==> config.mk <==
export PLATFORM = sky130hd
export DESIGN_NAME = class_argmax_flat
export DESIGN_NICKNAME = d
export VERILOG_FILES = /design/src/rtl/class_argmax_if.sv /design/src/rtl/class_argmax.sv /design/src/flat_wrapper.sv
export SDC_FILE = /design/constraint.sdc
export NUM_CORES = 1
export LEC_CHECK = 0
export CAP_MARGIN = 20
export CORE_ASPECT_RATIO = 0.8
export CORE_MARGIN = 3
export CORE_UTILIZATION = 48
export DETAILED_ROUTE_END_ITERATION = 8
export PLACE_DENSITY_LB_ADDON = 0.12
export SYNTH_ARGS = -nofsm -noshare
export SYNTH_HDL_FRONTEND = slang
export SYNTH_SLANG_ARGS = --single-unit
==> constraint.sdc <==
create_clock -name Clk -period 2.8 [get_ports Clk]
set_clock_uncertainty 0.2 [all_clocks]
set_input_delay 0.84 -clock Clk [delete_from_list [all_inputs] [get_ports Clk]]
set_output_delay 0.84 -clock Clk [all_outputs]
set_load 0.05 [all_outputs]
==> src/rtl/class_argmax_if.sv <==
// -----------------------------------------------------------------------------
// class_argmax_if
// Purpose : Groups the score stream and the result stream of class_argmax into
//           one bundle so the design and its environment connect through a
//           single port.
// Signals : in_valid/in_ready/in_data/in_last  - score stream, one class per beat
//           out_valid/out_ready                 - result handshake
//           out_digit/out_score/out_error       - winning index, winning score,
//                                                 beat-count error flag
// Modports: slave  - the argmax block (consumes scores, produces the result)
//           master - the environment (produces scores, consumes the result)
// -----------------------------------------------------------------------------
interface class_argmax_if #(
  parameter int SCORE_W = 16
) ();

  logic               in_valid;
  logic               in_ready;
  logic [SCORE_W-1:0] in_data;
  logic               in_last;
  logic               out_valid;
  logic               out_ready;
  logic [3:0]         out_digit;
  logic [SCORE_W-1:0] out_score;
  logic               out_error;

  modport slave (
    input  in_valid, in_data, in_last, out_ready,
    output in_ready, out_valid, out_digit, out_score, out_error
  );

  modport master (
    output in_valid, in_data, in_last, out_ready,
    input  in_ready, out_valid, out_digit, out_score, out_error
  );

endinterface

==> src/rtl/class_argmax.sv <==
// -----------------------------------------------------------------------------
// class_argmax
// Purpose : Receives NUM_CLASSES signed class scores per image and reports the
//           index and value of the largest one. Ties keep the lowest index.
//           A wrong beat count at in_last raises out_error; beats beyond
//           NUM_CLASSES are accepted but discarded.
// Ports   : Clk      - single clock, rising edge
//           Reset_n  - asynchronous active-low reset
//           bus      - class_argmax_if.slave (score stream in, result out)
// Result  : out_valid rises the cycle after the last accepted beat and holds,
//           with all result fields stable, until out_ready is seen.
// -----------------------------------------------------------------------------
module class_argmax #(
  parameter int SCORE_W     = 16,
  parameter int NUM_CLASSES = 10
) (
  input  logic           Clk,
  input  logic           Reset_n,
  class_argmax_if.slave  bus
);

  typedef enum logic [1:0] {
    IDLE  = 2'd0,
    ACCUM = 2'd1,
    DONE  = 2'd2
  } state_t;

  localparam logic [3:0] NC = 4'(NUM_CLASSES);

  state_t                    r_state;
  state_t                    w_state_nxt;
  logic signed [SCORE_W-1:0] r_best_score;
  logic signed [SCORE_W-1:0] w_best_score_nxt;
  logic [3:0]                r_best_idx;
  logic [3:0]                w_best_idx_nxt;
  logic [3:0]                r_count;
  logic [3:0]                w_count_nxt;
  logic                      r_err;
  logic                      w_err_nxt;
  logic                      r_in_ready;
  logic                      r_out_valid;

  logic                      w_xfer;
  logic signed [SCORE_W-1:0] w_data;
  logic [3:0]                w_count_inc;

  assign w_data      = $signed(bus.in_data);
  // in_ready is registered from the next state, so it always reflects the
  // state the edge will be sampled in.
  assign w_xfer      = bus.in_valid & r_in_ready;
  assign w_count_inc = r_count + 4'd1;

  // Next-state and datapath update for the IDLE/ACCUM/DONE sequence.
  always_comb begin
    w_state_nxt      = r_state;
    w_best_score_nxt = r_best_score;
    w_best_idx_nxt   = r_best_idx;
    w_count_nxt      = r_count;
    w_err_nxt        = r_err;

    case (r_state)
      IDLE: begin
        if (w_xfer) begin
          // First beat of a new image seeds the best with index 0.
          w_best_score_nxt = w_data;
          w_best_idx_nxt   = 4'd0;
          w_count_nxt      = 4'd1;
          if (bus.in_last) begin
            w_err_nxt   = (NC != 4'd1);
            w_state_nxt = DONE;
          end else begin
            w_err_nxt   = 1'b0;
            w_state_nxt = ACCUM;
          end
        end else begin
          w_state_nxt = IDLE;
        end
      end

      ACCUM: begin
        if (w_xfer) begin
          if (r_count >= NC) begin
            // Overflow beat: flag it, drop the data, count stays saturated.
            w_err_nxt = 1'b1;
          end else begin
            // Strict compare keeps the earlier index on a tie.
            if (w_data > r_best_score) begin
              w_best_score_nxt = w_data;
              w_best_idx_nxt   = r_count;
            end else begin
              w_best_score_nxt = r_best_score;
            end
            w_count_nxt = w_count_inc;
            if (bus.in_last && (w_count_inc != NC)) begin
              w_err_nxt = 1'b1;
            end else begin
              w_err_nxt = r_err;
            end
          end
          if (bus.in_last) begin
            w_state_nxt = DONE;
          end else begin
            w_state_nxt = ACCUM;
          end
        end else begin
          w_state_nxt = ACCUM;
        end
      end

      DONE: begin
        if (bus.out_ready) begin
          w_state_nxt = IDLE;
        end else begin
          w_state_nxt = DONE;
        end
      end

      default: begin
        w_state_nxt = IDLE;
      end
    endcase
  end

  // State, datapath and registered handshake outputs.
  always_ff @(posedge Clk or negedge Reset_n) begin
    if (!Reset_n) begin
      r_state      <= IDLE;
      r_best_score <= '0;
      r_best_idx   <= 4'd0;
      r_count      <= 4'd0;
      r_err        <= 1'b0;
      r_in_ready   <= 1'b0;
      r_out_valid  <= 1'b0;
    end else begin
      r_state      <= w_state_nxt;
      r_best_score <= w_best_score_nxt;
      r_best_idx   <= w_best_idx_nxt;
      r_count      <= w_count_nxt;
      r_err        <= w_err_nxt;
      r_in_ready   <= (w_state_nxt != DONE);
      r_out_valid  <= (w_state_nxt == DONE);
    end
  end

  assign bus.in_ready  = r_in_ready;
  assign bus.out_valid = r_out_valid;
  assign bus.out_digit = r_best_idx;
  assign bus.out_score = r_best_score;
  assign bus.out_error = r_err;

endmodule
==> src/flat_wrapper.sv <==
// flat-port wrapper written by rule: the top's interface ports become plain ports
module class_argmax_flat 
#(
  parameter int SCORE_W     = 16,
  parameter int NUM_CLASSES = 10
)
  (Clk, Reset_n, bus_in_valid, bus_in_data, bus_in_last, bus_out_ready, bus_in_ready, bus_out_valid, bus_out_digit, bus_out_score, bus_out_error);
  class_argmax_if #(.SCORE_W(SCORE_W)) bus_i ();
  input  logic Clk;
  input  logic Reset_n;
  input wire logic [$bits(bus_i.in_valid)-1:0] bus_in_valid;
  input wire logic [$bits(bus_i.in_data)-1:0] bus_in_data;
  input wire logic [$bits(bus_i.in_last)-1:0] bus_in_last;
  input wire logic [$bits(bus_i.out_ready)-1:0] bus_out_ready;
  output wire logic [$bits(bus_i.in_ready)-1:0] bus_in_ready;
  output wire logic [$bits(bus_i.out_valid)-1:0] bus_out_valid;
  output wire logic [$bits(bus_i.out_digit)-1:0] bus_out_digit;
  output wire logic [$bits(bus_i.out_score)-1:0] bus_out_score;
  output wire logic [$bits(bus_i.out_error)-1:0] bus_out_error;
  assign bus_i.in_valid = bus_in_valid;
  assign bus_i.in_data = bus_in_data;
  assign bus_i.in_last = bus_in_last;
  assign bus_i.out_ready = bus_out_ready;
  assign bus_in_ready = bus_i.in_ready;
  assign bus_out_valid = bus_i.out_valid;
  assign bus_out_digit = bus_i.out_digit;
  assign bus_out_score = bus_i.out_score;
  assign bus_out_error = bus_i.out_error;
  class_argmax #(.SCORE_W(SCORE_W), .NUM_CLASSES(NUM_CLASSES)) u_core (.Clk(Clk), .Reset_n(Reset_n), .bus(bus_i));
endmodule
---- After elaboration in Yosys (flattened, before gate mapping) ----
Index checks and enable logic that the tools add are counted.
operators by class
  add/subtract/negate cells ............... 1
  $lt $le $gt $ge ......................... 2
  eq/ne operators ......................... 10
  mux-type cells .......................... 25
  bitwise gates (word level) .............. 1
  reductions and logical operators ........ 6
operators with widths
  cell                   number
  $mux W16               4
  $pmux W16 S2           1
  $mux W4                7
  $gt A16 B16 Y1         1
  $pmux W4 S2            2
  $mux W2                4
  $reduce_and A4 Y1      2
  $ne A2 B1 Y1 const B   3
  $pmux W2 S3            1
  $mux W1                5
  $reduce_and A5 Y1      1
  $add A4 B1 Y4 const B  1
  $eq A2 B2 Y1 const B   2
  $ge A4 B4 Y1 const B   1
  $ne A2 B2 Y1 const B   2
  $ne A4 B4 Y1 const B   1
  $ne A3 B1 Y1 const B   1
  $eq A2 B1 Y1 const B   1
  $logic_not A2 Y1       1
  $pmux W1 S2            1
  $reduce_bool A2 Y1     1
  $and A1 B1 Y1          1
  $logic_and A1 B1 Y1    1
storage, ports and cells
  register bits ........................... 29
  input port bits ......................... 21
  output and inout port bits .............. 23
  logic and storage cells ................. 52

---- Depth between registers and ports, before layout ----
  depth in word-level cells ............... 7
  depth in mapped cells ................... 9
  depth with buffers taken out ............ 8

---- Least setup slack after synthesis ----
OpenSTA, ideal clock, no wires.
  kind .................................... in2reg
  start ................................... input bus_in_data[15]
  end ..................................... register u_core.r_best_score[0], in the netlist u_core.bus.out_score[0]
  setup time .............................. 125 ps
  arrival ................................. 2584 ps
  data required time ...................... 2475 ps
  slack ................................... -109 ps
  stages on the path ...................... 8
  path buffers ............................ 1
  path through ............................ ha_1 > nand2_1 > nor4_2 > o211ai_1 > and4_1 > a211o_1 > buf_6 > mux2_4
between the ends
  longest elaborated chain between the ends .. 3
RTL lines
  element                      RTL line             RTL
  from (decl)                  flat_wrapper.sv:12   input wire logic [$bits(bus_i.in_data)-1:0] bus_in_data;
  $gt A16 B16 Y1               class_argmax.sv:87   if (w_data > r_best_score) begin
  $ne A2 B1 Y1 (no line)       -
  $reduce_and A5 Y1 (no line)  -
  to (signal assigned)         class_argmax.sv:136  r_best_score <= w_best_score_nxt;
  to (decl)                    class_argmax.sv:32   logic signed [SCORE_W-1:0] r_best_score;
No other way between the ends.
A chain may end at the register's enable or synchronous reset.

---- Worst setup path after layout ----
  start ................................... input bus_in_data[14]
  end ..................................... register u_core.r_best_score[11], in the netlist u_core.bus.out_score[11]
The elaborated chain is that of the path after synthesis.

==> impl_metrics.py <==
metrics = {
    "routing": {
        "drc_errors": 1,
        "wl_mm": 5.11,
        "avgViaCountPerCell": 5.67,
        "vias": 1497,
        "drtIter0Drc": 50,
        "routedWlPerCell_um": 19.4,
        "final_antenna_net_count": 0,
        "drt-pass1-iter-count": 6,
    },
    "floorplanning": {
        "die_area_um2": 4310,
        "die_width_um": 72.6,
        "die_h_um": 59.3,
        "core_um2": 3240,
        "rows": 18,
        "ioPinCount": 44,
        "initial_utilization_pct": 52.6,
    },
    "power": {
        "ir_worst_vdd_uv": 842,
        "power.density_nw_per_um2": 1030,
        "p_total_w": 0.00271,
        "p_leak_nw": 1.24,
    },
    "run_status": {
        "status": "finished with violations",
        "violations": "design-rule violations, negative setup slack",
    },
    "worst_setup_path": {
        "cp_max_fo": 6,
        "start_kind": "input pin",
        "worstPathArrival_ns": 2.95,
        "crit_type": "input pin to register",
        "cp-end-kind": "register",
        "cp_data_required_time_ns": 2.76,
    },
    "clock_tree": {
        "clk_pin_slew_ns": 0.07,
        "tritoncts": "done",
        "cts_root_buffer": "clkbuf_8",
        "clock-sinks": 29,
        "clock_path_buffers": 2,
        "htreeDepth": 2,
        "insertion_delay_ns": 0.28,
        "numCtsBuffers": 5,
    },
    "sta": {
        "fmax_mhz": 335,
        "hold_viol": 0,
        "slew_violations": 0,
        "fin_crit_sh_pct": 107,
        "relSlewSlack_pct": 64.1,
        "finalSetupViolations": 20,
        "whs_ns": 0.314,
        "fin_crit_ns": 2.99,
        "tightest_slew_ns": 0.537,
        "setup_ws_ns": -0.186,
        "grt_setup_unrepaired": "yes",
        "setup-tns-final_ns": -2.96,
    },
    "layout": {
        "fin_nets": 264,
        "synthToLayoutAreaGrowth_pct": 54.9,
        "num_antenna_cells": 0,
        "fill_cells": 183,
        "drive_gt1_share_pct": 35.3,
    },
    "synth": {
        "syn_area_um2": 1710,
        "synthCells": 156,
        "ys_ff_latch": 29,
        "yosysSeqAreaShare_pct": 42.6,
        "syn_avg_cell_area_um2": 10.9,
        "synth_nets": 196,
        "synth_cell_types": 32,
        "yosysWarnings": 0,
    },
    "global_route": {
        "grt_pass1_vias": 1627,
        "track_usage_pct": 26.4,
        "grt_pass1_wl_mm": 8.25,
        "antenna_found_initial": 0,
        "grt_max_degree": 30,
        "overflow": 0,
    },
    "flow_run": {
        "max_cap_viol_count": 0,
    },
    "placed_design": {
        "place_congestion": 0.794,
        "port_buffers": 43,
        "detailed_place_hpwl_mm": 2.87,
    },
    "hold_path": {
        "hold_path_class": "register to register",
    },
}
final timing paths:
kind	startpoint	endpoint	slack, ns	depth (start not counted)
max in group asynchronous	Reset_n	u_core.bus.out_score[14]$_DFFE_PN0P_	1.37	2
min in group asynchronous	Reset_n	u_core.bus.out_valid$_DFF_PN0_	0.75	2
worst min register to register	u_core.bus.out_error$_DFFE_PN0P_	u_core.bus.out_error$_DFFE_PN0P_	0.31	1
worst min-delay path	u_core.bus.out_error$_DFFE_PN0P_	u_core.bus.out_error$_DFFE_PN0P_	0.31	1
worst max register to register	u_core.bus.out_score[15]$_DFFE_PN0P_	u_core.bus.out_score[11]$_DFFE_PN0P_	-0.07	9
worst max-delay path	bus_in_data[14]	u_core.bus.out_score[11]$_DFFE_PN0P_	-0.19	9
synth_stat cells:
cell type,count,share of area [%]
a211o_1,1,0.51
a211oi_1,1,0.44
a21o_1,1,0.44
a21oi_1,9,2.6
a22o_1,4,2.1
a311oi_1,1,0.51
a311oi_2,1,0.88
a41oi_1,1,0.51
and4_1,1,0.51
buf_6,2,1.3
dfrtp_1,29,43
ha_1,19,14
inv_1,19,4.2
mux2_4,16,14
mux2i_1,1,0.59
nand2_1,13,2.9
nand2b_1,2,0.73
nand3_1,5,1.5
nand4_1,2,0.73
nor2_1,12,2.6
nor2b_1,1,0.37
nor3_1,1,0.29
nor4_1,1,0.37
nor4_2,1,0.73
o211ai_1,1,0.44
o21ai_0,4,1.2
o21ai_1,2,0.59
o221ai_1,1,0.51
o22a_1,1,0.51
o32ai_1,1,0.51
or3_1,1,0.37
xnor2_1,1,0.51
cells by family (layout without fill, tap and decap cells):
family	Yosys count	after routing	synth area share [%]
buf+inv	21	89	5.50
simple gates	40	40	11.1
xor+xnor	1	1	0.514
flops	29	29	42.6
mux	17	17	14.7
fa+ha+maj	19	19	13.9
compound gates	29	29	11.7
stage by stage:
step           worst slack [ns]  std cells  cell area, um2  util [%]
3_5_place_dp             -0.736        249            2330      71.8
4_1_cts               0.0000899        262            2600      80.1
6_report                 -0.186        264            2640      81.4
3_3_place_gp             -0.616        249            2330      71.8
5_1_grt                  -0.215        264            2640      81.4
2_1_floorplan           -0.0344        156            1780         -
critical path: stages:
cell and delay [ns]:
buf_6 0.10, ha_4 0.28, nand2_4 0.05, nor4_4 0.39, o211ai_1 0.22, and4_1 0.26, a211o_4 0.33, buf_8 0.16
mux2_4 0.31
metal layers:
metal	wire (um)	track usage (%)	vias to the layer above	part of all wire, %
li1	-	-	685	-
met1	2060	28.8	731	40
met2	2570	45.9	61	50
met3	304	9.32	20	5.9
met4	181	12.9	0	3.5
met5	0	0	-	0
power by group:
group	internal (W)	total [W]	leakage [nW]	switching, W
clock	0.000195	0.000355	0.0443	0.000160
combinational	0.000739	0.00167	0.843	0.000933
sequential	0.000553	0.000684	0.353	0.000131
cells in the final DEF, fill, tap and decap left out, types with 2 or more instances in the layout:
| cell type | Yosys | routed |
|---|---|---|
| inv_1 | 19 | 19 |
| nand4_1 | 2 | 2 |
| a21oi_1 | 9 | 8 |
| nand2b_1 | 2 | 2 |
| clkbuf_8 | 0 | 6 |
| clkdlybuf4s15_2 | 0 | 5 |
| o21ai_0 | 4 | 4 |
| nand3_1 | 5 | 4 |
| mux2_4 | 16 | 16 |
| a22o_1 | 4 | 4 |
| nor2_1 | 12 | 11 |
| dfrtp_1 | 29 | 29 |
| dlygate4sd2_1 | 0 | 3 |
| nand2_1 | 13 | 9 |
| buf_4 | 0 | 17 |
| buf_2 | 0 | 5 |
| ha_1 | 19 | 8 |
| ha_4 | 0 | 11 |
| a311oi_2 | 1 | 2 |
| buf_8 | 0 | 2 |
| nand2_4 | 0 | 4 |
| clkdlybuf4s50_1 | 0 | 27 |
| o21ai_1 | 2 | 2 |
sequential cells by signal, indices dropped and copies added (netlist names):
signal,count
u_core.r_count,4
u_core.bus.out_score,16
u_core.bus.in_ready,1
u_core.bus.out_valid,1
u_core.r_state,2
u_core.bus.out_digit,4
u_core.bus.out_error,1
area by class of cell:
| type | count | area [um2] | share of cell area [%] |
|---|---|---|---|
| clock buffer | 7 | 86.3 | 3.27 |
| sequential | 29 | 726 | 27.5 |
| multi-input combinational | 106 | 1100 | 41.8 |
| timing repair buffer | 63 | 604 | 22.9 |
| tap | 40 | 50.0 | 1.89 |
| inverter | 19 | 71.3 | 2.70 |
repair_timing:
action / 4_1_cts / 5_1_grt
endpoints found under the setup margin: 20 / 20
resized for setup: 73 / 4
setup buffers: 5 / 2
gates cloned: 1 / 0
endpoints found under the hold margin: 0 / 0
pin swaps: 22 / 7
hold buffers: 0 / 0
(Power assumes the default switching activity.)
